$ cat src/rtl/flappy_pkg.sv
// Shared constants, state encoding and helpers for the flappy game sequencer.
package flappy_pkg;

  // Game geometry and physics
  localparam int NUM_COLS    = 6;
  localparam int COL_WIDTH   = 50;
  localparam int GAP_HEIGHT  = 100;
  localparam int COL_SPACING = 160;
  localparam int BIRD_X      = 100;
  localparam int BIRD_W      = 20;
  localparam int BIRD_H      = 30;
  localparam int START_Y     = 240;
  localparam int SCREEN_H    = 480;
  localparam int FLAP_VEL    = 6;
  localparam int MAX_FALL    = 8;
  localparam int DEAD_FRAMES = 60;

  // Column placement: first column left edge, wrap target and new-gap base
  localparam int COL_X0   = 200;
  localparam int WRAP_X   = NUM_COLS * COL_SPACING - 1;
  localparam int GAP_BASE = 64;

  // Coordinate widths: x, y and the common arithmetic width
  localparam int X_W    = 10;
  localparam int Y_W    = 9;
  localparam int A_W    = 11;
  localparam int IDX_W  = 3;
  localparam int DEAD_W = 6;

  // 8-bit Fibonacci LFSR, taps 8,6,5,4 (bits 7,5,4,3)
  localparam logic [7:0] LFSR_SEED = 8'hA5;
  localparam logic [7:0] LFSR_TAPS = 8'b1011_1000;

  typedef enum logic [2:0] {
    ST_IDLE  = 3'd0,
    ST_WAIT  = 3'd1,
    ST_MOVE  = 3'd2,
    ST_CHECK = 3'd3,
    ST_DEAD  = 3'd4
  } state_t;

  // Gap top of column i at game start
  function automatic logic [Y_W-1:0] init_gap_top(input int i);
    logic [Y_W-1:0] g;
    g = 9'd100;
    case (i)
      0: g = 9'd100;
      1: g = 9'd300;
      2: g = 9'd180;
      3: g = 9'd240;
      4: g = 9'd300;
      5: g = 9'd140;
      default: g = 9'd100;
    endcase
    return g;
  endfunction

  // Left edge of column i at game start
  function automatic logic [X_W-1:0] init_col_x(input int i);
    return X_W'(COL_X0 + i * COL_SPACING);
  endfunction

  // One LFSR step: shift left, feedback is the parity of the tapped bits
  function automatic logic [7:0] lfsr_step(input logic [7:0] v);
    return {v[6:0], ^(v & LFSR_TAPS)};
  endfunction

endpackage

$ cat src/rtl/flappy_col_hit.sv
// Combinational bird-versus-one-column hit test; the controller time-shares
// a single instance across all columns.
module flappy_col_hit
  import flappy_pkg::*;
(
  input  logic [Y_W-1:0] bird_y,
  input  logic [X_W-1:0] col_x,
  input  logic [Y_W-1:0] gap_top,
  output logic           hit
);

  logic [A_W-1:0] cx;
  logic [A_W-1:0] by;
  logic [A_W-1:0] gt;
  logic           overlap_x;
  logic           outside_gap;

  // Widen everything to the unsigned arithmetic width before comparing
  assign cx = A_W'(col_x);
  assign by = A_W'(bird_y);
  assign gt = A_W'(gap_top);

  assign overlap_x   = (A_W'(BIRD_X + BIRD_W) > cx) && (A_W'(BIRD_X) < cx + A_W'(COL_WIDTH));
  assign outside_gap = (by < gt) || (by + A_W'(BIRD_H) > gt + A_W'(GAP_HEIGHT));
  assign hit         = overlap_x && outside_gap;

endmodule

$ cat src/rtl/flappy_game_ctrl.sv
// Frame-rate game sequencer: bird physics, scrolling columns, serial
// collision check and start/dead/restart sequencing.
// Optional feature macro: FLAPPY_SCORE_EN adds the score counter and port.
module flappy_game_ctrl
  import flappy_pkg::*;
(
  input  logic                    clk,
  input  logic                    reset,
  input  logic                    frame_tick,
  input  logic                    flap,
  output logic [Y_W-1:0]          bird_y,
  output logic [NUM_COLS*X_W-1:0] col_x,
  output logic [NUM_COLS*Y_W-1:0] col_gap_top,
  output logic [2:0]              state,
  output logic                    busy,
  output logic                    collided
`ifdef FLAPPY_SCORE_EN
  ,
  output logic [7:0]              score
`endif
);

  localparam logic signed [A_W-1:0] FLAP_S     = A_W'(FLAP_VEL);
  localparam logic signed [A_W-1:0] MAX_FALL_S = A_W'(MAX_FALL);
  localparam logic signed [A_W-1:0] BIRD_H_S   = A_W'(BIRD_H);
  localparam logic signed [A_W-1:0] SCREEN_H_S = A_W'(SCREEN_H);

  state_t                  state_reg, state_next;
  logic [IDX_W-1:0]        idx_reg, idx_next;
  logic [Y_W-1:0]          bird_y_reg, bird_y_next;
  logic signed [A_W-1:0]   vel_reg, vel_next;
  logic [X_W-1:0]          col_x_reg [NUM_COLS];
  logic [X_W-1:0]          col_x_next [NUM_COLS];
  logic [Y_W-1:0]          gap_reg [NUM_COLS];
  logic [Y_W-1:0]          gap_next [NUM_COLS];
  logic [DEAD_W-1:0]       dead_cnt_reg, dead_cnt_next;
  logic [7:0]              lfsr_reg;
  logic                    flap_prev_reg;
  logic                    flap_pending_reg, flap_pending_next;
  logic                    collided_reg, collided_next;
  logic                    busy_reg, busy_next;

  logic                    flap_rise;
  logic signed [A_W-1:0]   vel_n;
  logic signed [A_W-1:0]   y_n;
  logic                    load_init;
  logic                    enter_dead;
  logic [X_W-1:0]          sel_col_x;
  logic [Y_W-1:0]          sel_gap_top;
  logic                    col_hit;

  assign flap_rise   = flap & ~flap_prev_reg;
  assign sel_col_x   = col_x_reg[idx_reg];
  assign sel_gap_top = gap_reg[idx_reg];

  flappy_col_hit u_col_hit (
    .bird_y  (bird_y_reg),
    .col_x   (sel_col_x),
    .gap_top (sel_gap_top),
    .hit     (col_hit)
  );

  // FSM state register
  always_ff @(posedge clk) begin
    if (reset) state_reg <= ST_IDLE;
    else       state_reg <= state_next;
  end

  // Next-state, physics, column scroll, serial check and dead countdown
  always_comb begin
    state_next        = state_reg;
    idx_next          = idx_reg;
    bird_y_next       = bird_y_reg;
    vel_next          = vel_reg;
    col_x_next        = col_x_reg;
    gap_next          = gap_reg;
    dead_cnt_next     = dead_cnt_reg;
    flap_pending_next = flap_pending_reg | flap_rise;
    vel_n             = '0;
    y_n               = '0;
    load_init         = 1'b0;

    case (state_reg)
      ST_IDLE: begin
        if (frame_tick && flap_pending_reg) state_next = ST_MOVE;
      end
      ST_WAIT: begin
        if (frame_tick) state_next = ST_MOVE;
      end
      ST_MOVE: begin
        flap_pending_next = 1'b0;
        if (flap_pending_reg)          vel_n = -FLAP_S;
        else if (vel_reg >= MAX_FALL_S) vel_n = MAX_FALL_S;
        else                           vel_n = vel_reg + 11'sd1;
        vel_next = vel_n;
        y_n      = $signed({2'b00, bird_y_reg}) + vel_n;
        // Columns scroll left; one leaving at x=0 re-enters at the far right
        for (int i = 0; i < NUM_COLS; i++) begin
          if (col_x_reg[i] == '0) begin
            col_x_next[i] = X_W'(WRAP_X);
            gap_next[i]   = Y_W'(GAP_BASE) + {1'b0, lfsr_reg};
          end else begin
            col_x_next[i] = col_x_reg[i] - 1'b1;
          end
        end
        if (y_n[A_W-1]) begin
          bird_y_next = '0;
          state_next  = ST_DEAD;
        end else if (y_n + BIRD_H_S > SCREEN_H_S) begin
          bird_y_next = Y_W'(SCREEN_H - BIRD_H);
          state_next  = ST_DEAD;
        end else begin
          bird_y_next = y_n[Y_W-1:0];
          idx_next    = '0;
          state_next  = ST_CHECK;
        end
      end
      ST_CHECK: begin
        if (col_hit)                                state_next = ST_DEAD;
        else if (idx_reg == IDX_W'(NUM_COLS - 1))   state_next = ST_WAIT;
        else                                        idx_next   = idx_reg + 1'b1;
      end
      ST_DEAD: begin
        flap_pending_next = 1'b0;
        if (frame_tick) begin
          if (dead_cnt_reg == DEAD_W'(DEAD_FRAMES - 1)) load_init = 1'b1;
          else                                          dead_cnt_next = dead_cnt_reg + 1'b1;
        end
      end
      default: state_next = ST_IDLE;
    endcase

    if (load_init) begin
      state_next        = ST_IDLE;
      idx_next          = '0;
      bird_y_next       = Y_W'(START_Y);
      vel_next          = '0;
      dead_cnt_next     = '0;
      flap_pending_next = 1'b0;
      for (int i = 0; i < NUM_COLS; i++) begin
        col_x_next[i] = init_col_x(i);
        gap_next[i]   = init_gap_top(i);
      end
    end

    enter_dead = (state_next == ST_DEAD) && (state_reg != ST_DEAD);
    if (enter_dead) dead_cnt_next = '0;
    collided_next = enter_dead;
    busy_next     = (state_next == ST_MOVE) || (state_next == ST_CHECK);
  end

  // Datapath registers; the LFSR free-runs and is seeded only by reset
  always_ff @(posedge clk) begin
    if (reset) begin
      idx_reg          <= '0;
      bird_y_reg       <= Y_W'(START_Y);
      vel_reg          <= '0;
      dead_cnt_reg     <= '0;
      lfsr_reg         <= LFSR_SEED;
      flap_prev_reg    <= 1'b0;
      flap_pending_reg <= 1'b0;
      collided_reg     <= 1'b0;
      busy_reg         <= 1'b0;
      for (int i = 0; i < NUM_COLS; i++) begin
        col_x_reg[i] <= init_col_x(i);
        gap_reg[i]   <= init_gap_top(i);
      end
    end else begin
      idx_reg          <= idx_next;
      bird_y_reg       <= bird_y_next;
      vel_reg          <= vel_next;
      dead_cnt_reg     <= dead_cnt_next;
      lfsr_reg         <= lfsr_step(lfsr_reg);
      flap_prev_reg    <= flap;
      flap_pending_reg <= flap_pending_next;
      collided_reg     <= collided_next;
      busy_reg         <= busy_next;
      col_x_reg        <= col_x_next;
      gap_reg          <= gap_next;
    end
  end

  generate
    for (genvar gi = 0; gi < NUM_COLS; gi++) begin : g_pack
      assign col_x[gi*X_W +: X_W]       = col_x_reg[gi];
      assign col_gap_top[gi*Y_W +: Y_W] = gap_reg[gi];
    end
  endgenerate

  assign bird_y   = bird_y_reg;
  assign state    = state_reg;
  assign busy     = busy_reg;
  assign collided = collided_reg;

`ifdef FLAPPY_SCORE_EN
  logic [7:0] score_reg, score_next;
  logic       col_passed;

  assign col_passed = (A_W'(sel_col_x) + A_W'(COL_WIDTH + 1)) == A_W'(BIRD_X);

  // Score: cleared at game start and restart, saturating bump per passed column
  always_comb begin
    score_next = score_reg;
    if (load_init || (state_reg == ST_IDLE && frame_tick && flap_pending_reg))
      score_next = '0;
    else if (state_reg == ST_CHECK && col_passed && score_reg != 8'hFF)
      score_next = score_reg + 8'd1;
  end

  // Score register
  always_ff @(posedge clk) begin
    if (reset) score_reg <= '0;
    else       score_reg <= score_next;
  end

  assign score = score_reg;
`endif

endmodule

$ cat config.mk
export PLATFORM = sky130hd
export DESIGN_NAME = flappy_game_ctrl
export DESIGN_NICKNAME = d
export VERILOG_FILES = /design/src/rtl/flappy_pkg.sv /design/src/rtl/flappy_col_hit.sv /design/src/rtl/flappy_game_ctrl.sv
export SDC_FILE = /design/constraint.sdc
export NUM_CORES = 1
export LEC_CHECK = 0
export BUFFER_PORTS_ARGS = -buffer_cell sky130_fd_sc_hd__buf_2
export CORE_AREA = 2 2 225 138
export DETAILED_ROUTE_END_ITERATION = 10
export DIE_AREA = 0 0 227 140
export PLACE_DENSITY_LB_ADDON = 0.1
export SETUP_SLACK_MARGIN = 0.4
export SLEW_MARGIN = 25
export SYNTH_ARGS = -nofsm -noshare
export SYNTH_HDL_FRONTEND = slang
export SYNTH_SLANG_ARGS = --single-unit
$ cat constraint.sdc
create_clock -name clk -period 6.3 [get_ports clk]
set_input_delay 1.26 -clock clk [delete_from_list [all_inputs] [get_ports clk]]
set_output_delay 1.26 -clock clk [all_outputs]
set_load 0.02 [all_outputs]
==> impl_metrics.csv, run 1 <==
group,metric,value,unit
sta,drv_slew,0,
yosys,syn_nets,1085,
sta,fin_crit_sh,75.09,%
global_routing,busiest_layer,"met1",
yosys,synth_top_family_by_area,"simple AND/OR/NAND/NOR gates",
min_path,hp-class,"reg -> reg",
worst_setup_path,crit_required,6.60,ns
routing,drt-initial-drc-count,594,
die,fp.dieH,140,µm
yosys,synth_async_sr_flop_share,0,%
cts,numCtsBuffers,17,
die,core_area,29670,µm²
routing,vias,7888,
yosys,synth_edf_count,0,
routing,avgViaCountPerCell,5.060,
worst_setup_path,crit_buf_inv,1,
yosys,ys_ff_latch,158,
worst_setup_path,slowest_delay,0.72,ns
die,die_area,31780,µm²
cells_and_area,finalNetCount,1188,
sta,maxSlewHeadroom,39.64,%
worst_setup_path,rrSetupSlack,1.57,ns
cts,clkTransAtPathRegs,0.07,ns
yosys,yosysUniqueCellTypes,76,
yosys,synthXorXnorAreaFrac,6.963,%
yosys,synthMuxAreaShare,8.811,%
pwr,p_leak,3.914,nW
cts,cts_setup_buffers,0,
pwr,p_per_area,279.3,nW/µm²
place,numPortBuffers,131,
yosys,ys_warn_count,0,
cells_and_area,antennaDiodeCount,0,
cells_and_area,final_area,10380,µm²
yosys,synth_top_area_cell,"dfxtp_1",
sta,max_slew.worst_pin.slew,0.8974,ns
global_routing,first_global_vias,7118,
cells_and_area,drive_above_1_share,19.03,%
routing,ant_nets,0,
yosys,synth.cell_area,8805,µm²
worst_setup_path,crit_slowest_cell,"a21boi_0",
global_routing,grt_antenna_before_repair,0,
cells_and_area,stdcell_count,1559,
sta,fin_crit,4.731,ns
worst_setup_path,endpoint_kind,"flip-flop",
yosys,ys_top_cells_by_area,"dfxtp_1, ha_1, nand2_1, xnor2_1, mux2i_1",
min_path,min_path_cells,2,
yosys,synth_area_per_cell,8.499,µm²
worst_setup_path,worstReg2RegEnd,"idx_reg[1]$_SDFFE_PP0P_",
place,postPlaceCellArea,9827,µm²
worst_setup_path,crit_family,"compound AO/OA/AOI/OAI gates",
sta,setup_tns,0,ns
min_path,min_from,"col_gap_top[18]$_SDFFE_PP0P_",
global_routing,gr-usage-met1,30.48,%
worst_setup_path,timing.critical_path.cells,"nor4_1 > a21oi_1 > nor3_1 > ha_1 > inv_1 > fa_1 > nand2b_1 > a2111oi_0 > o31ai_1 > a21oi_1 > nand3_1 > a311o_1 > a21boi_0 > nand4b_1 > o41ai_2",
cts,h-tree-depth,4,
yosys,yosysMostFrequentCell,"dfxtp_1",
cts,cts_tree,"built",
cts,cts_root_buf,"clkbuf_16",
pwr,total_power,2.898,mW
global_routing,overflow,0,
cts,cts-resized-gates,0,
worst_setup_path,cpMostUsedCell,"a21oi_1",
routing,totalWireLength,29640,µm
die,rows,49,
global_routing,grt_use_met2,24.84,%
global_routing,track_usage,18.94,%
cells_and_area,largest_reg_flops,60,
global_routing,grt_pass1_wl,45350,µm
sta,fmax,211.4,MHz
sta,hold_viol,0,
worst_setup_path,r2r_cells,15,
routing,routedWlPerCell,19.01,µm
place,place.gp.congestion,0.8413,
worst_setup_path,critPathArrivalTime,5.03,ns
yosys,synth_top_area_share,35.92,%
global_routing,grt_use_met3,3.440,%
die,die_w,227,µm
status,run_status,"finished, final reports clean",
sta,fin_worst_skew,0.01264,ns
sta,rsz0062_at_grt,"false",
routing,route.detailed.drc,0,
min_path,worstHoldEndpoint,"col_gap_top[18]$_SDFFE_PP0P_",
worst_setup_path,crit_path_start_kind,"flip-flop",
yosys,synth_compound_area_share,15.23,%
cells_and_area,area_growth_syn_to_layout,17.83,%
yosys,synthCells,1036,
cts,cts.sinks,158,
cts,cts.path.max_buffers,2,
pwr,peakVddDrop,0.1749,mV
cts,clk_latency,0.45,ns
place,dp.final_hpwl,21950,µm
sta,setup_viol,0,
worst_setup_path,crit_type,"reg -> reg",
die,initial_core_util,29.67,%
worst_setup_path,cp_num_cells,15,
cts,cts-hold-fix-buffers,0,
place,placedCellCount,1528,
yosys,synthSimpleGateAreaFrac,22.40,%
yosys,synth_common_cells,"dfxtp_1, nand2_1, nor2_1",
global_routing,grt_max_degree,71,
worst_setup_path,reg2reg_from,"vel_reg[5]$_SDFFE_PP0P_",
yosys,ys_seq_area_share,35.92,%
yosys,synth_fa_ha_area_share,6.480,%
run,max_cap_viol_count,0,
worst_setup_path,path_max_fanout,6,
yosys,synth_ff_type,"dfxtp_1",
die,ios,132,
routing,drt_first_pass_iters,5,
worst min-delay path, stage by stage, from the launching register on:
cell     delay, ns
dfxtp_1       0.32
nand2_1       0.06
a21oi_1       0.05
kinds of logic (layout without fill, tap and decap cells):
family	after synthesis	in the layout
DFF	158	158
xor gates and xnor gates	70	70
and+or+nand+nor	412	412
muxes	63	63
buffers and inverters	91	206
AOI/OAI and AO/OA	197	197
adders and majority gates	45	45
worst max-delay path by stage:
stage	start	end
floorplan	idx_reg[0]$_SDFFE_PP0P_	idx_reg[0]$_SDFFE_PP0P_
global placement	vel_reg[0]$_SDFFE_PP0P_	idx_reg[1]$_SDFFE_PP0P_
detailed placement	vel_reg[5]$_SDFFE_PP0P_	idx_reg[1]$_SDFFE_PP0P_
CTS	vel_reg[5]$_SDFFE_PP0P_	idx_reg[1]$_SDFFE_PP0P_
global route	vel_reg[5]$_SDFFE_PP0P_	idx_reg[1]$_SDFFE_PP0P_
finish	vel_reg[5]$_SDFFE_PP0P_	idx_reg[1]$_SDFFE_PP0P_
power breakdown:
part           switching [mW]  internal [mW]  leakage (nW)
logic                   0.466          0.293          2.38
registers              0.0981           1.05          1.28
clock network           0.449          0.545         0.258
final cells by class:
cell class / count / area (µm²)
clock buffer: 23 / 488.0
clock inverter: 8 / 57.56
fill: 3177 / 19300
inverter: 34 / 127.6
multi-input combinational: 787 / 5296
sequential: 158 / 3164
tap: 408 / 510.5
timing repair buffer: 141 / 730.7
cell usage in the layout (no fill, tap or decap), drive strengths merged, types with 5 or more instances in the layout:
cell    synthesis  routed
ha             44      44
xnor2          50      50
nand2         140     140
nor3           41      41
xor2           20      20
a21oi          78      78
a31oi           5       5
or4            13      13
buf            12     141
and2            5       5
nor4           11      11
and3            5       5
o31ai           5       5
a211o           8       8
nand2b         13      13
clkbuf         45      23
mux2           10      10
dfxtp         158     158
a21o           13      13
inv            34      36
mux2i          43      43
nand4           6       6
o21ai          19      19
nor2b          17      17
a211oi         16      16
or3            13      13
nand3          36      36
or2            12      12
mux4           10      10
nor2           89      89
metrics by stage:
step	hold WS (ns)	util [%]	worst slack, ns
final	0.4788	34.96	1.569
after global routing	0.5003	34.96	1.116
after CTS	0.4797	34.96	1.586
after detailed placement	0.4674	33.12	1.632
after global placement	0.4571	33.12	1.732
after floorplan	0.4698	-	1.932
per-layer routing:
metal	up-vias	part of all wire (%)	wire, µm
met5	-	0	0
met1	3776	55	16260
li1	3886	-	-
met3	21	5.2	1547
met4	0	1.2	350
met2	205	39	11480
Note: power is estimated with default switching activity, not from simulation.
==> inputs of run 2 (changes only) <==
==> constraint.sdc (replaced) <==
create_clock -name clk -period 4.7 [get_ports clk]
set_input_delay 0.94 -clock clk [delete_from_list [all_inputs] [get_ports clk]]
set_output_delay 0.94 -clock clk [all_outputs]
set_load 0.02 [all_outputs]
==> run 2 against run 1 <==
Setup slack worse by 0.97 ns. Via count rose by 0.13%. Cell count increased by 1.7%. Sequential power grew 32%. Clock power is 46% higher. Register-to-register slack worse by 0.97 ns. Die area unchanged. Hold slack worse by 0.0086 ns.
==> impl_metrics.csv, run 2 (synthesized netlist as in run 1, its figures left out) <==
group,metric,value,unit
routing,ant_nets,0,
pwr,p_per_area,382.3,nW/µm²
die,die_area,31780,µm²
die,rows,49,
global_routing,first_global_vias,7315,
routing,wl_met1,16620,µm
routing,drt-initial-drc-count,443,
place,numPortBuffers,131,
pwr,p_leak,4.106,nW
cts,clkTransAtPathRegs,0.07,ns
cts,cts.path.max_buffers,2,
cells_and_area,antennaDiodeCount,0,
pwr,peakVddDrop,0.2204,mV
global_routing,track_usage,18.84,%
cells_and_area,area_growth_syn_to_layout,22.01,%
cts,cts-hold-fix-buffers,0,
cells_and_area,final_cell_mix,"dfxtp_1, nand2_1, buf_2, nor2_1, a21oi_1",
worst_setup_path,r2r_cells,17,
cells_and_area,drive_above_1_share,22.33,%
pwr,power.share.switching,34.32,%
cts,cts_tree,"built",
worst_setup_path,endpoint_kind,"flip-flop",
cts,numCtsBuffers,17,
routing,drt_first_pass_iters,4,
cts,cts_root_buf,"clkbuf_16",
die,initial_core_util,29.67,%
sta,fin_crit,4.102,ns
sta,rsz0062_at_grt,"false",
status,run_status,"finished, final reports clean",
sta,drv_slew,0,
cts,h-tree-depth,4,
routing,avgViaCountPerCell,4.980,
cells_and_area,stdcell_count,1586,
die,core_area,29670,µm²
worst_setup_path,crit_type,"reg -> reg",
sta,setup_viol,0,
die,ios,132,
min_path,min_path_cells,2,
cells_and_area,finalNetCount,1214,
pwr,power_switching,1.410,mW
pwr,pwr-share-clk,35.4,%
routing,highest_layer,"met4",
sta,maxSlewHeadroom,26.69,%
sta,fin_crit_sh,87.27,%
run,max_cap_viol_count,0,
sta,max_slew.worst_pin.slew,1.094,ns
routing,route.detailed.drc,0,
worst_setup_path,critPathArrivalTime,4.42,ns
cts,cts.sinks,158,
pwr,p_seq_share,37.1,%
worst_setup_path,crit_required,5.02,ns
global_routing,grt_antenna_before_repair,0,
routing,vias,7898,
sta,fin_worst_skew,0.01372,ns
global_routing,grt_max_degree,58,
cts,clk_latency,0.44,ns
global_routing,overflow,0,
cells_and_area,final_common_cell,"dfxtp_1",
routing,wl_met3,1307,µm
place,dp.final_hpwl,22320,µm
routing,route.met2.wl,11750,µm
place,placedCellCount,1544,
worst_setup_path,path_max_fanout,5,
pwr,total_power,4.107,mW
sta,setup_tns,0,ns
min_path,hp-class,"reg -> reg",
pwr,p_int,2.697,mW
sta,fmax,243.8,MHz
routing,totalWireLength,29930,µm
die,die_w,227,µm
routing,routedWlPerCell,18.87,µm
cells_and_area,largest_reg_flops,60,
die,fp.dieH,140,µm
global_routing,grt_pass1_wl,45260,µm
place,place.gp.congestion,0.8501,
pwr,p_comb_share,27.5,%
sta,hold_viol,0,
worst_setup_path,crit_path_start_kind,"flip-flop",
## run 2: worst max-delay path: stages, from the launching register on
cell	delay (ns)
dfxtp_1	0.37
nor4_4	0.34
a21oi_2	0.13
nor3_2	0.27
ha_2	0.22
inv_1	0.05
fa_2	0.37
nand2b_1	0.21
a21oi_2	0.20
xnor2_1	0.10
or4b_1	0.48
o311ai_2	0.28
o211ai_1	0.12
buf_4	0.18
a21oi_4	0.22
buf_4	0.17
a21boi_4	0.05
a31o_1	0.22
## run 2: worst paths after layout
check	slack, ns	start	end
worst max-delay path	0.60	vel_reg[5]$_SDFFE_PP0P_	idx_reg[0]$_SDFFE_PP0P_
worst min-delay path	0.47	col_gap_top[9]$_SDFFE_PP0P_	col_gap_top[9]$_SDFFE_PP0P_
worst max register to register	0.60	vel_reg[5]$_SDFFE_PP0P_	idx_reg[0]$_SDFFE_PP0P_
worst min register to register	0.47	col_gap_top[9]$_SDFFE_PP0P_	col_gap_top[9]$_SDFFE_PP0P_
## run 2: area by class of cell
type / instances / area (µm²)
Fill cell: 3143 / 18930
Tap cell: 408 / 510.5
Clock buffer: 21 / 470.5
Sequential cell: 158 / 3168
Timing Repair Buffer: 167 / 937.1
Clock inverter: 11 / 130.1
Multi-Input combinational cell: 787 / 5399
Inverter: 34 / 127.6
## run 2: routing by layer
metal	track usage (%)	up-vias
li1	-	3920
met1	30.59	3787
met2	24.95	175
met3	3.168	16
met4	4.403	0
met5	0	-
## run 2: power by group through the flow
stage	Combinational (mW)	Clock, mW	Sequential (mW)
3_3_place_gp	1.04	0	1.56
5_1_grt	1.24	1.53	1.54
6_report	1.13	1.45	1.52
4_1_cts	1.06	1.48	1.52
2_1_floorplan	0.698	0	1.56
3_5_place_dp	1.03	0	1.55
## run 2: what timing repair did
action / in CTS / in global routing
buffers inserted: 0 / 10
gates resized for setup: 6 / 18
endpoints found under the setup margin: 19 / 19
hold endpoints to repair: 0 / 0
pin swaps: 1 / 6
## run 2: stage by stage
stage	cell area, µm²	utilization, %	setup WS [ns]	hold WS, ns
after global routing	10740	36.20	0.3461	0.4984
after CTS	10580	35.66	0.4668	0.4720
after floorplan	8807	-	0.4100	0.4698
after detailed placement	9952	33.54	0.1950	0.4636
final	10740	36.20	0.5982	0.4702
after global placement	9952	33.54	0.3473	0.4626
==> inputs of run 3 (changes only) <==
--- a/config.mk
+++ b/config.mk
@@ -6,9 +6,10 @@
 export NUM_CORES = 1
 export LEC_CHECK = 0
 export BUFFER_PORTS_ARGS = -buffer_cell sky130_fd_sc_hd__buf_2
-export CORE_AREA = 2 2 225 138
+export CORE_AREA = 2 2 195 159
+export CTS_BUF_LIST = sky130_fd_sc_hd__clkbuf_8 sky130_fd_sc_hd__clkbuf_16
 export DETAILED_ROUTE_END_ITERATION = 10
-export DIE_AREA = 0 0 227 140
+export DIE_AREA = 0 0 197 161
 export PLACE_DENSITY_LB_ADDON = 0.1
 export SETUP_SLACK_MARGIN = 0.4
 export SLEW_MARGIN = 25
==> run 3 against run 2 <==
Critical path depth unchanged. Via count down 0.44%. Cell count down 2.1%. Setup slack worse by 0.0080 ns. Critical endpoint unchanged.
==> impl_metrics.csv, run 3 (synthesized netlist as in run 1, its figures left out) <==
group,metric,value,unit
global_routing,first_global_vias,7614,
cts,cts_root_buf,"clkbuf_16",
worst_setup_path,crit_type,"reg -> reg",
worst_setup_path,crit_path_start_kind,"flip-flop",
sta,fmax,243.3,MHz
cts,cts-hold-fix-buffers,0,
cells_and_area,multi_input_comb_area,5388,µm²
cells_and_area,finalNetCount,1206,
global_routing,grt_max_degree,75,
sta,setup_tns,0,ns
status,run_status,"finished, final reports clean",
die,die_w,197,µm
cells_and_area,final_cell_mix,"dfxtp_1, nand2_1, buf_2, nor2_1, a21oi_1",
cells_and_area,antennaDiodeCount,0,
cts,clk_latency,0.44,ns
cells_and_area,fillCellCount,3133,
worst_setup_path,critPathArrivalTime,4.43,ns
die,rows,57,
die,core_area,29810,µm²
cts,cts_tree,"built",
worst_setup_path,reg2reg_from,"idx_reg[0]$_SDFFE_PP0P_",
worst_setup_path,rrSetupSlack,0.59,ns
sta,fin_crit,4.110,ns
pwr,p_leak,4.076,nW
sta,max_slew.worst_pin.slew,0.9701,ns
routing,drt_first_pass_iters,5,
die,initial_core_util,29.53,%
cells_and_area,drive_above_1_share,21.71,%
place,place.gp.congestion,0.8541,
global_routing,grt_pass1_wl,45770,µm
die,die_area,31720,µm²
cells_and_area,final_common_cell,"dfxtp_1",
pwr,p_per_area,383.5,nW/µm²
sta,fin_crit_sh,87.44,%
pwr,peakVddDrop,0.2444,mV
global_routing,track_usage,18.85,%
cts,cts.path.max_buffers,2,
cts,h-tree-depth,4,
place,pre_cts_slack,0.1110,ns
cells_and_area,area_growth_syn_to_layout,21.16,%
worst_setup_path,crit_required,5.02,ns
routing,routedWlPerCell,18.96,µm
die,fp.dieH,161,µm
routing,vias,7863,
place,numPortBuffers,131,
cts,clkTransAtPathRegs,0.07,ns
routing,totalWireLength,29440,µm
routing,ant_nets,0,
routing,avgViaCountPerCell,5.063,
sta,drv_slew,0,
cells_and_area,largest_reg_flops,60,
min_path,hp-class,"reg -> reg",
pwr,power.share.switching,34.19,%
worst_setup_path,endpoint_kind,"flip-flop",
sta,rsz0062_at_grt,"false",
cells_and_area,regArea,3168,µm²
pwr,pwr-share-clk,36.6,%
cts,cts.sinks,158,
sta,hold_viol,0,
global_routing,grt_antenna_before_repair,0,
pwr,p_int,2.692,mW
routing,route.detailed.drc,0,
sta,maxSlewHeadroom,35.19,%
place,dp.final_hpwl,21730,µm
routing,drt-initial-drc-count,415,
min_path,min_from,"col_gap_top[37]$_SDFFE_PP0P_",
sta,fin_ws,0.5902,ns
sta,setup_viol,0,
die,ios,132,
worst_setup_path,crit_slowest_cell,"mux4_2",
worst_setup_path,slowest_delay,0.48,ns
pwr,p_comb_share,26.2,%
sta,fin_worst_skew,0.01135,ns
run,max_cap_viol_count,0,
cts,numCtsBuffers,17,
worst_setup_path,path_max_fanout,11,
pwr,power_switching,1.398,mW
pwr,p_seq_share,37.2,%
worst_setup_path,cpMostUsedCell,"a211o_1",
global_routing,overflow,0,
worst_setup_path,startpoint,"idx_reg[0]$_SDFFE_PP0P_",
worst_setup_path,timing.critical_path.cells,"buf_4 > mux4_2 > nand2_1 > o21ai_0 > nor2b_1 > nand2b_1 > xor2_1 > ha_1 > a21o_1 > a211o_1 > a211oi_1 > a211o_1 > a21oi_1 > o41a_1 > a211o_1 > a21boi_4 > a31o_1",
## run 3: timing repair
action,4_1_cts,5_1_grt
endpoints found under the setup margin,19,19
gates cloned,0,0
pin swaps,1,3
gates resized for setup,9,13
buffers inserted,1,7
## run 3: routing by layer
metal / up-vias / GRT usage [%] / part of all wire, %
met5: - / 0 / 0
met1: 3746 / 27.27 / 51
met2: 167 / 29.04 / 44
met3: 19 / 3.696 / 4.8
li1: 3931 / - / -
met4: 0 / 3.964 / 0.81
## run 3: power groups by stage
stage | logic, mW | registers (mW) | clock network (mW)
6_report | 1.07 | 1.52 | 1.50
3_3_place_gp | 1.00 | 1.56 | 0
5_1_grt | 1.19 | 1.54 | 1.59
4_1_cts | 1.04 | 1.52 | 1.54
2_1_floorplan | 0.698 | 1.56 | 0
3_5_place_dp | 0.994 | 1.55 | 0
## run 3: path summary, 6_finish.rpt
check | endpoint | cells after the start
max | idx_reg[0]$_SDFFE_PP0P_ | 17
min | col_gap_top[37]$_SDFFE_PP0P_ | 2
max reg2reg | idx_reg[0]$_SDFFE_PP0P_ | 17
min reg2reg | col_gap_top[37]$_SDFFE_PP0P_ | 2
## run 3: final cells by class
type,instances,share of cell area (%)
Multi-Input combinational cell,787,50.50
Sequential cell,158,29.70
Timing Repair Buffer,159,8.269
Tap cell,383,4.492
Clock buffer,17,3.988
Clock inverter,15,1.853
Inverter,34,1.196
## run 3: stage by stage
stage	util (%)	power, mW	cell area [µm²]	cells	hold slack [ns]
final	35.78	4.091	10670	1553	0.4757
after global placement	33.15	2.557	9883	1513	0.4643
after global routing	35.78	4.319	10670	1553	0.5082
after floorplan	-	2.260	8807	1036	0.4698
after detailed placement	33.15	2.547	9883	1513	0.4659
after CTS	35.40	4.101	10550	1546	0.4766
## run 3: worst max-delay path, delay by kind of cell, from the launching register on
| kind | cells | cell delay (ns) |
|---|---|---|
| AO/OA/AOI/OAI | 10 | 2.04 |
| XOR/XNOR | 1 | 0.16 |
| adder cells (fa/ha/maj) | 1 | 0.31 |
| buffers and inverters | 1 | 0.17 |
| AND/OR/NAND/NOR | 3 | 0.37 |
| multiplexers | 1 | 0.48 |
| flip-flops | 1 | 0.47 |
